[config.mk]
export PLATFORM = sky130hd
export DESIGN_NAME = pll_cfg_master
export DESIGN_NICKNAME = d
export VERILOG_FILES = /design/src/rtl/pll_cfg_master.sv
export SDC_FILE = /design/constraint.sdc
export NUM_CORES = 1
export LEC_CHECK = 0
export CORE_AREA = 3 3 82 84
export DETAILED_ROUTE_END_ITERATION = 16
export DIE_AREA = 0 0 85 87
export GPL_TIMING_DRIVEN = 0
export PLACE_DENSITY = 0.74
export SLEW_MARGIN = 5
export SYNTH_ARGS = -nofsm -noshare
export SYNTH_HDL_FRONTEND = slang
export SYNTH_SLANG_ARGS = --single-unit
export TNS_END_PERCENT = 30
[constraint.sdc]
create_clock -name clk -period 2 [get_ports clk]
set_input_delay 0.5 -clock clk [delete_from_list [all_inputs] [get_ports clk]]
set_output_delay 0.5 -clock clk [all_outputs]
set_load 0.02 [all_outputs]
[src/rtl/pll_cfg_master.sv]
// Avalon-MM configuration master for a PLL: boots the control register after the
// PLL leaves reset, then forwards single read/write commands with a stall timeout.
module pll_cfg_master #(
  parameter logic [15:0] INIT_CTRL = 16'h0000,
  parameter int unsigned TIMEOUT   = 255
) (
  input  logic        clk,
  input  logic        reset_n,
  input  logic        pll_resetrequest,
  output logic [2:0]  address,
  output logic        chipselect,
  output logic        read,
  output logic        write,
  output logic [15:0] writedata,
  input  logic [15:0] readdata,
  input  logic        waitrequest,
  input  logic        cmd_valid,
  output logic        cmd_ready,
  input  logic        cmd_write,
  input  logic [2:0]  cmd_addr,
  input  logic [15:0] cmd_wdata,
  output logic        rsp_valid,
  output logic [15:0] rsp_data,
  output logic        rsp_error,
  output logic        init_done,
  output logic        init_error
);

  typedef enum logic [2:0] {
    WAIT_LOCK,
    INIT_WR,
    INIT_RD,
    IDLE,
    BUS_WR,
    BUS_RD,
    RESP
  } state_t;

  localparam logic [7:0] LAST_STALL = 8'(TIMEOUT - 1);

  state_t      state, state_d;
  logic [7:0]  cnt, cnt_d;
  logic [2:0]  address_d;
  logic        chipselect_d, read_d, write_d;
  logic [15:0] writedata_d;
  logic        cmd_ready_d, rsp_valid_d, rsp_error_d;
  logic [15:0] rsp_data_d;
  logic        init_done_d, init_error_d;
  logic        timeout_hit;

  // The stall that brings the counter up to TIMEOUT aborts the access.
  assign timeout_hit = waitrequest && (cnt == LAST_STALL);

  always_ff @(posedge clk or negedge reset_n) begin
    if (!reset_n) begin
      state      <= WAIT_LOCK;
      cnt        <= '0;
      address    <= '0;
      chipselect <= 1'b0;
      read       <= 1'b0;
      write      <= 1'b0;
      writedata  <= '0;
      cmd_ready  <= 1'b0;
      rsp_valid  <= 1'b0;
      rsp_data   <= '0;
      rsp_error  <= 1'b0;
      init_done  <= 1'b0;
      init_error <= 1'b0;
    end else begin
      state      <= state_d;
      cnt        <= cnt_d;
      address    <= address_d;
      chipselect <= chipselect_d;
      read       <= read_d;
      write      <= write_d;
      writedata  <= writedata_d;
      cmd_ready  <= cmd_ready_d;
      rsp_valid  <= rsp_valid_d;
      rsp_data   <= rsp_data_d;
      rsp_error  <= rsp_error_d;
      init_done  <= init_done_d;
      init_error <= init_error_d;
    end
  end

  always_comb begin
    state_d      = state;
    cnt_d        = cnt;
    address_d    = address;
    chipselect_d = chipselect;
    read_d       = read;
    write_d      = write;
    writedata_d  = writedata;
    cmd_ready_d  = cmd_ready;
    rsp_valid_d  = 1'b0;
    rsp_data_d   = rsp_data;
    rsp_error_d  = rsp_error;
    init_done_d  = init_done;
    init_error_d = init_error;

    case (state)
      WAIT_LOCK: begin
        if (!pll_resetrequest) begin
          state_d      = INIT_WR;
          cnt_d        = '0;
          address_d    = 3'd1;
          chipselect_d = 1'b1;
          write_d      = 1'b1;
          writedata_d  = INIT_CTRL;
        end
      end

      INIT_WR, INIT_RD: begin
        if (!waitrequest) begin
          if (state == INIT_WR) begin
            state_d = INIT_RD;
            cnt_d   = '0;
            write_d = 1'b0;
            read_d  = 1'b1;
          end else begin
            state_d      = IDLE;
            read_d       = 1'b0;
            chipselect_d = 1'b0;
            cmd_ready_d  = 1'b1;
            init_done_d  = 1'b1;
            init_error_d = init_error | (readdata != INIT_CTRL);
          end
        end else begin
          cnt_d = cnt + 8'd1;
          if (timeout_hit) begin
            state_d      = IDLE;
            read_d       = 1'b0;
            write_d      = 1'b0;
            chipselect_d = 1'b0;
            cmd_ready_d  = 1'b1;
            init_done_d  = 1'b1;
            init_error_d = 1'b1;
          end
        end
      end

      IDLE: begin
        if (cmd_valid && cmd_ready) begin
          state_d      = cmd_write ? BUS_WR : BUS_RD;
          cnt_d        = '0;
          cmd_ready_d  = 1'b0;
          address_d    = cmd_addr;
          chipselect_d = 1'b1;
          write_d      = cmd_write;
          read_d       = !cmd_write;
          if (cmd_write) writedata_d = cmd_wdata;
        end
      end

      BUS_WR, BUS_RD: begin
        if (!waitrequest || timeout_hit) begin
          state_d      = RESP;
          read_d       = 1'b0;
          write_d      = 1'b0;
          chipselect_d = 1'b0;
          rsp_valid_d  = 1'b1;
          rsp_error_d  = waitrequest;
          rsp_data_d   = (state == BUS_RD && !waitrequest) ? readdata : '0;
        end
        if (waitrequest) cnt_d = cnt + 8'd1;
      end

      RESP: begin
        state_d     = IDLE;
        cmd_ready_d = 1'b1;
      end

      default: state_d = WAIT_LOCK;
    endcase
  end

endmodule

* After elaboration in Yosys (flattened, before gate mapping)
Index checks and enable logic that the tools add are counted.
** Storage, ports and cells
- Register bits :: 54
- Logic and storage cells :: 101
** Operators by class
- Reduce and logical (&&, ||, !) cells :: 24
- Muxes and demuxes :: 45
- Add/subtract/negate cells :: 1
- Eq/ne operators :: 17
- Bitwise logic cells :: 1
** Operator list (number)
- 16-bit 2-to-1 mux :: 4
- 8-bit 2-to-1 mux :: 5
- 16-bit case mux with 2 select lines :: 1
- 8-bit case mux with 4 select lines :: 1
- 1-bit 2-to-1 mux :: 22
- 3-bit 2-to-1 mux :: 6
- 4-bit AND reduction :: 4
- 16-bit nonzero test :: 1
- 3-bit case mux with 5 select lines :: 1
- 2-bit inequality test (second input constant) :: 6
- 6-bit AND reduction :: 2
- 3-bit == test (second input constant) :: 3
- 3-bit inequality test (second input constant) :: 3
- 8-bit by 1-bit adder with 8-bit output (second input constant) :: 1
- 8-bit == test (second input constant) :: 1
- 1-bit case mux with 4 select lines :: 2
- 3-bit by 2-bit == test with 1-bit output (second input constant) :: 2
- 1-bit case mux with 3 select lines :: 2
- 3-bit case mux with 2 select lines :: 1
- 3-bit AND reduction :: 2
- 3-bit nonzero test :: 2
- 5-bit AND reduction :: 1
- 4-bit nonzero test :: 1
- 2-bit OR reduction :: 2
- 9 further kinds :: 12

* Longest topological paths before layout
Gate-level depths: netlist of run 1.
- Depth after elaboration :: 5
- Depth in mapped cells :: 7

* Worst setup path after synthesis of run 1
OpenSTA, ideal clock, no wires.
- Path type :: flip-flop to flip-flop
- Start point :: register cnt[0]
- End point :: register rsp_data[10]
- Cell stages (with the launch flop) :: 8
- Period minus slack after synthesis :: 1581 ps
- Setup time :: 121 ps
- Arrival time :: 1460 ps
- Slack :: 419 ps
- Cells stage by stage :: dfrtp_1 -> inv_1 -> ha_1 -> nand3_1 -> o21ai_2 -> nand3_2 -> buf_2 -> a22o_1
** Between the ends
- Longest elaborated chain between the ends :: 4
** Ends and longest elaborated chain
- start, declared :: line 42 : logic [7:0] cnt, cnt_d;
- start signal, assigned :: line 71 : cnt <= cnt_d;
- 8-bit == test :: line 52 : assign timeout_hit = waitrequest && (cnt == LAST_STALL);
- 1-bit logical AND :: line 52
- 1-bit logical OR :: line 156 : if (!waitrequest || timeout_hit) begin
- 2-bit AND reduction (no source line)
- end signal, assigned :: line 79 : rsp_data <= rsp_data_d;
- end, declared :: line 23 : output logic [15:0] rsp_data,
Every way passes these cells.
A chain may end at the register's enable or synchronous reset.

* Final worst setup path of run 1
- Start point :: input port waitrequest
- End point :: register read
** Between the ends
- Longest elaborated chain between the ends :: 4
- Elaborated cells on any way between the ends :: 8
- Classes of those cells :: 2 x eq/ne; 2 x mux; 4 x reduce/logical
** Ends and longest elaborated chain
- start, declared :: line 16 : input logic waitrequest,
- 1-bit zero test / 1-bit logical AND (equally long branches) :: line 156, 52
- 1-bit logical OR :: line 156
- 2-bit inequality test (no source line)
- 4-bit AND reduction (no source line)
- end signal, assigned :: line 74 : read <= read_d;
- end, declared :: line 12 : output logic read,
Parallel ways exist; a longest one is shown, timed or not.

==> reports/qor.txt, run 1 <==
RR Endpoint - rsp_data[14]
Post-CTS Resized - 1
Worst r2r src - state[2]
Avg Synthesized Cell Area - 10.0 sq um
Power Internal - 0.00337 W
Largest fanout on the critical path - 10
Syn. warnings - 0
P_sw - 0.00232 W
Crit path launch type - input port
Initial Util - 43.6%
Antenna-violating nets left - 0
# DRC - 0
1st-iter DRT viols - 127
Total track usage - 18.4%
Dominant synthesized flop cell - dfrtp_1
Placer's final routability congestion estimate - 0.817
Slew @ Worst Pin - 584 ps
Clock skew - 5.09 ps
Final Slew Violations - 0
Synth cell types - 54
Critical path capture point - read
Max Clk Rate - 515 MHz
Synth cell count leaders - 54 x dfrtp_1, 36 x nand2_1, 26 x o21ai_0
Worst Reg-to-Reg Cells - 5
Seq pwr share - 31.5%
TritonRoute pass-1 iters - 4
Top-count cell post-synth - dfrtp_1
Critical path cell sequence - clkdlybuf4s50_1, buf_2, nand3_1, o211ai_1, mux2_2
Clock root buffer - clkbuf_8
Die width - 85 um
Layout Cell Area excl Fill - 3680 sq um
Sw frac - 40.8%
Sequential-to-total area share from yosys stat - 51.7%
Nets - 395
Worst path slowest cell - clkdlybuf4s50_1
Chip Height - 87 um
Final setup TNS - 0 ps
Total congestion overflow - 0
Routed WL per cell - 15.1 um
Synth Register Bits - 54
VDD IR max - 0.750 mV
Mapped Area - 2610 sq um
Core Footprint - 5990 sq um
Max-Cap Viols - 0
# setup viols final - 0
Layout cells sized above 1 - 10.8%
Setup repair bufs after CTS - 0
FFs w/ async S/R, synth - 100%
Rows - 28
Clk pwr share - 13.4%
Final period util - 97.1%
Minimum clock period - 1940 ps
Worst hold path type - in2async
Avg Vias per Cell - 5.35
Largest net degree at the start of global routing - 31
Req. time, crit path - 2200 ps
Power density cells - 1550 nW/um^2
Die ar. - 7400 sq um
Antenna cells - 0
CP Capture Type - register
R2r setup slk - 180 ps
TritonCTS clock tree - yes
Slew HR - 61.1%
CP Launch Point - waitrequest
Worst EP arrival - 2140 ps
Routed vias - 2288
Post-synth EDFFs - 0
Largest stage delay, worst path - 550 ps
CTS Hold Bufs - 0
H-tree lvl count - 2
Syn nets - 304
Vias in the first global route - 2287
Post-Syn Instances - 261
I/O pin count - 84
Final hold vios - 0
Worst Setup Path Type - in2reg
Drt total wl - 6480 um
Static leakage - 1.55 nW
Yosys top cell area share - 51.7%
Port bufs - 83
Initial antenna violation count - 0
Placed Area - 3550 sq um
CTS max path bufs - 2
Synth area leader - dfrtp_1
Top post-synthesis cells by area - dfrtp_1 52%, a22o_1 5.7%, nand2_1 5.2%
Gate power share - 55.1%
Worst skew pair latency - 310 ps
Global-route wire length before repair - 10900 um
Power Total - 0.00569 W
Num CTS Buffers - 5
Synth-to-Final Area Change - 40.7%
Clock sinks - 54
RSZ-0062 raised after global routing - true
Clock-pin slew on the worst setup and hold paths - 100 ps
Status - finished, final reports clean
DP Wirelength - 4800 um
layer usage:
metal | up-vias | wire, um | GRT usage, %
met2 | 91 | 2890 | 28.2
met1 | 1058 | 3030 | 25.4
met3 | 9 | 492 | 5.58
met5 | - | 0 | 0
met4 | 0 | 65 | 4.75
li1 | 1130 | - | -
area by class of cell:
type | count | area (sq um)
buffer | 18 | 108
clock buffer | 5 | 68.8
clock inverter | 3 | 47.5
fill | 504 | 2310
inverter | 13 | 48.8
multi-input combinational | 176 | 1110
sequential | 54 | 1350
tap | 75 | 93.8
timing repair buffer | 84 | 847
flip-flops by register name (all words and copies together), names as in the netlist:
| register | cells |
|---|---|
| address | 3 |
| state | 3 |
| cmd_ready | 1 |
| write | 1 |
| init_done | 1 |
| rsp_data | 16 |
| cnt | 8 |
| writedata | 16 |
| chipselect | 1 |
| init_error | 1 |
| read | 1 |
| rsp_valid | 1 |
| rsp_error | 1 |
cell families after synthesis:
kind of cell	share of synthesized area, %
XOR/XNOR	0.335
buffers and inverters	5.89
AND/OR/NAND/NOR	16.5
flip-flops	51.7
adder cells (fa/ha/maj)	0.957
multiplexers	1.20
AO/OA/AOI/OAI	23.4
placed cells by master, fill, tap and decap left out, types with 3 or more instances in the layout:
cell type / Yosys / layout
clkdlybuf4s50_1: 0 / 80
dfrtp_1: 54 / 54
nand2_1: 36 / 36
o21ai_0: 26 / 26
a22o_1: 17 / 17
inv_1: 13 / 13
buf_2: 8 / 9
nand3_1: 8 / 8
nor2_1: 8 / 8
o31ai_1: 8 / 8
a21oi_1: 7 / 7
nor4_1: 6 / 6
clkbuf_8: 0 / 5
nor3_1: 4 / 4
clkbuf_2: 1 / 3
nand4_1: 3 / 3
buf_6: 3 / 3
a31oi_1: 3 / 3
or3_1: 3 / 3
or4_1: 3 / 3
nand2b_1: 3 / 3
power by group through the flow:
stage	registers [W]	logic (W)	clock network, W
after detailed placement	0.00181	0.00314	0
after global placement	0.00180	0.00309	0
after floorplan	0.00228	0.00140	0
after global routing	0.00186	0.00341	0.000836
final	0.00179	0.00314	0.000763
after CTS	0.00179	0.00314	0.000788
how the worst min path moves through the flow:
stage,start,end,slack (ps),cells past startpoint
floorplan,reset_n,address[0],200,0
global placement,init_error,init_error,460,2
detailed placement,chipselect,chipselect,470,1
CTS,reset_n,rsp_data[1],200,1
global route,reset_n,rsp_data[1],200,1
finish,reset_n,cnt[3],170,1
metrics by stage:
| stage | worst slack, ps | cells | hold WS (ps) | util [%] |
|---|---|---|---|---|
| 6_report | 59.0 | 428 | 173 | 61.4 |
| 5_1_grt | -1.80 | 428 | 204 | 61.4 |
| 4_1_cts | 22.1 | 428 | 195 | 61.2 |
| 3_5_place_dp | -306 | 420 | 466 | 59.3 |
| 3_3_place_gp | -1240 | 419 | 457 | 59.1 |
| 2_1_floorplan | 419 | 261 | 204 | - |
worst max-delay path, delay by kind of cell:
family	cells	cell delay, ps
buf+inv	2	820
mux	1	360
compound gates	1	260
simple gates	1	200
No activity file was read; power rests on OpenSTA's default activity.
==> inputs of run 2 (changes only) <==
ABC_AREA = 1   (was not set)
CAP_MARGIN = 10   (was not set)
CORE_AREA = 3 3 83 85   (was 3 3 82 84)
DIE_AREA = 0 0 86 88   (was 0 0 85 87)
PLACE_DENSITY = 0.73   (was 0.74)
==> run 2 against run 1 <==
Sequential cell count is the same. Cell area is 0.10% lower. Non-clock buffer count down 9. Clock-buffer cell count unchanged. Largest cell class unchanged. Area after synthesis up 0.19%. Maximum frequency increased by 6.8%. Largest power group unchanged. Synthesized cell count is 26% higher. Wire length decreased by 3.6%.
==> reports/qor.txt, run 2 <==
Status - finished, final reports clean
CTS max path bufs - 2
Power Internal - 0.00313 W
Crit path max-delay family - buffers and inverters
I/O pin count - 84
Drt total wl - 6240 um
Seq pwr share - 32.2%
Place WS - -112 ps
Clock sinks - 54
# DRC - 0
Clk pwr share - 13.7%
Global-route wire length before repair - 10200 um
Dominant synthesized flop cell - dfrtp_1
Slew @ Worst Pin - 482 ps
Clock-pin slew on the worst setup and hold paths - 100 ps
Gate power share - 54.1%
Nets - 463
Most frequent cells in the layout - 121 x nand2_1, 82 x clkdlybuf4s50_1, 54 x dfrtp_1, 29 x inv_1
TritonCTS clock tree - yes
Port bufs - 83
1st-iter DRT viols - 106
Setup repair bufs after CTS - 0
Post-Syn Instances - 329
Slew HR - 67.9%
Post-synth EDFFs - 0
Worst skew pair latency - 310 ps
Req. time, crit path - 1500 ps
Synth cell types - 25
Layout cells sized above 1 - 9.50%
Avg Synthesized Cell Area - 7.96 sq um
Vias in the first global route - 2223
Sw frac - 42.8%
R2r setup slk - 370 ps
Worst EP arrival - 1320 ps
Most common cell after layout, fill and taps aside - nand2_1
FFs w/ async S/R, synth - 100%
RSZ-0062 raised after global routing - false
# placed instances - 490
DP Wirelength - 4740 um
Top-count cell post-synth - nand2_1
Final period util - 90.9%
Core Footprint - 6280 sq um
Initial antenna violation count - 0
Final hold vios - 0
Num CTS Buffers - 5
Non-Filler Instances - 498
Power density cells - 1490 nW/um^2
Synth Register Bits - 54
Routed vias - 2377
Max Clk Rate - 550 MHz
H-tree lvl count - 2
Initial Util - 41.7%
Clock skew - 4.02 ps
Rows - 29
Static leakage - 1.76 nW
Sequential-to-total area share from yosys stat - 51.6%
Top post-synthesis cells by area - dfrtp_1 52%, nand2_1 17%, nand3_1 4.6%
Antenna-violating nets left - 0
TritonRoute pass-1 iters - 4
Syn. warnings - 0
Yosys top cell area share - 51.6%
Chip Height - 88 um
Power Total - 0.00547 W
CTS Hold Bufs - 0
Largest net degree at the start of global routing - 37
Routed WL per cell - 12.5 um
Placed Area - 3560 sq um
Worst hold path type - in2async
Total track usage - 17.1%
Largest stage delay, worst path - 620 ps
CP Capture Type - primary output
# setup viols final - 0
Syn nets - 372
Layout Cell Area excl Fill - 3670 sq um
Fin worst setup slack - 182 ps
Final Slew Violations - 0
Minimum clock period - 1820 ps
Antenna cells - 0
Critical path cell sequence - clkdlybuf4s50_1
Post-CTS Resized - 0
Largest fanout on the critical path - 2
Die width - 86 um
Placer's final routability congestion estimate - 0.849
Clock root buffer - clkbuf_8
Total congestion overflow - 0
Mapped Area - 2620 sq um
Crit path launch type - register
Die ar. - 7570 sq um
Worst Path Buf+Inv - 1
Max-Cap Viols - 0
Avg Vias per Cell - 4.77
Top flop regs - rsp_data: 16 flops, writedata: 16 flops, cnt: 8 flops
Finished Core Util - 58.5%
Synth area leader - dfrtp_1
Worst Setup Path Type - reg2out
Worst path slowest cell - clkdlybuf4s50_1
Synth-to-Final Area Change - 40.3%
Synth cell count leaders - 121 x nand2_1, 54 x dfrtp_1, 29 x inv_1
VDD IR max - 0.770 mV
P_sw - 0.00234 W
-- run 2: logic make-up (layout without fill, tap and decap cells) --
family                   after synthesis  after routing  synth area share, %
buffers and inverters                 43            135                 7.79
AND/OR/NAND/NOR                      184            184                 29.4
AO/OA/AOI/OAI                         44             44                 9.56
XOR/XNOR                               2              2                0.669
adder cells (fa/ha/maj)                2              2                0.955
flip-flops                            54             54                 51.6
-- run 2: path summary, 6_finish.rpt --
| path | start | to | depth (start not counted) |
|---|---|---|---|
| min in group clk | init_done | init_done | 1 |
| worst min register to register | init_done | init_done | 1 |
| worst max-delay path | rsp_data[9] | rsp_data[9] | 1 |
| worst max register to register | cnt[0] | rsp_data[9] | 10 |
| max in group asynchronous | reset_n | rsp_data[0] | 2 |
| worst min-delay path | reset_n | address[1] | 1 |
-- run 2: area by class of cell --
cell class | count | area (sq um)
buffer | 9 | 76.3
clock buffer | 5 | 68.8
clock inverter | 3 | 43.8
fill | 574 | 2600
inverter | 34 | 128
multi-input combinational | 232 | 1060
sequential | 54 | 1350
tap | 77 | 96.3
timing repair buffer | 84 | 846
-- run 2: per-stage QoR --
step                      hold WS [ps]  TNS, ps
after floorplan                    204        0
after global placement             448   -67400
after global routing               153        0
after CTS                          140        0
final                              128        0
after detailed placement           459     -982
-- run 2: power by group through the flow --
stage          registers [W]  logic, W  clock network [W]
2_1_floorplan        0.00221   0.00133                  0
3_3_place_gp         0.00176   0.00293                  0
3_5_place_dp         0.00177   0.00299                  0
4_1_cts              0.00176   0.00300           0.000772
5_1_grt              0.00181   0.00327           0.000805
6_report             0.00176   0.00296           0.000748
-- run 2: layer usage --
metal  wire length [um]  vias up  GRT usage [%]
met5                  0        -              0
met4                 92        0           5.76
met3                384        7           5.27
met2               2970       55           27.5
met1               2790     1096           21.9
li1                   -     1219              -
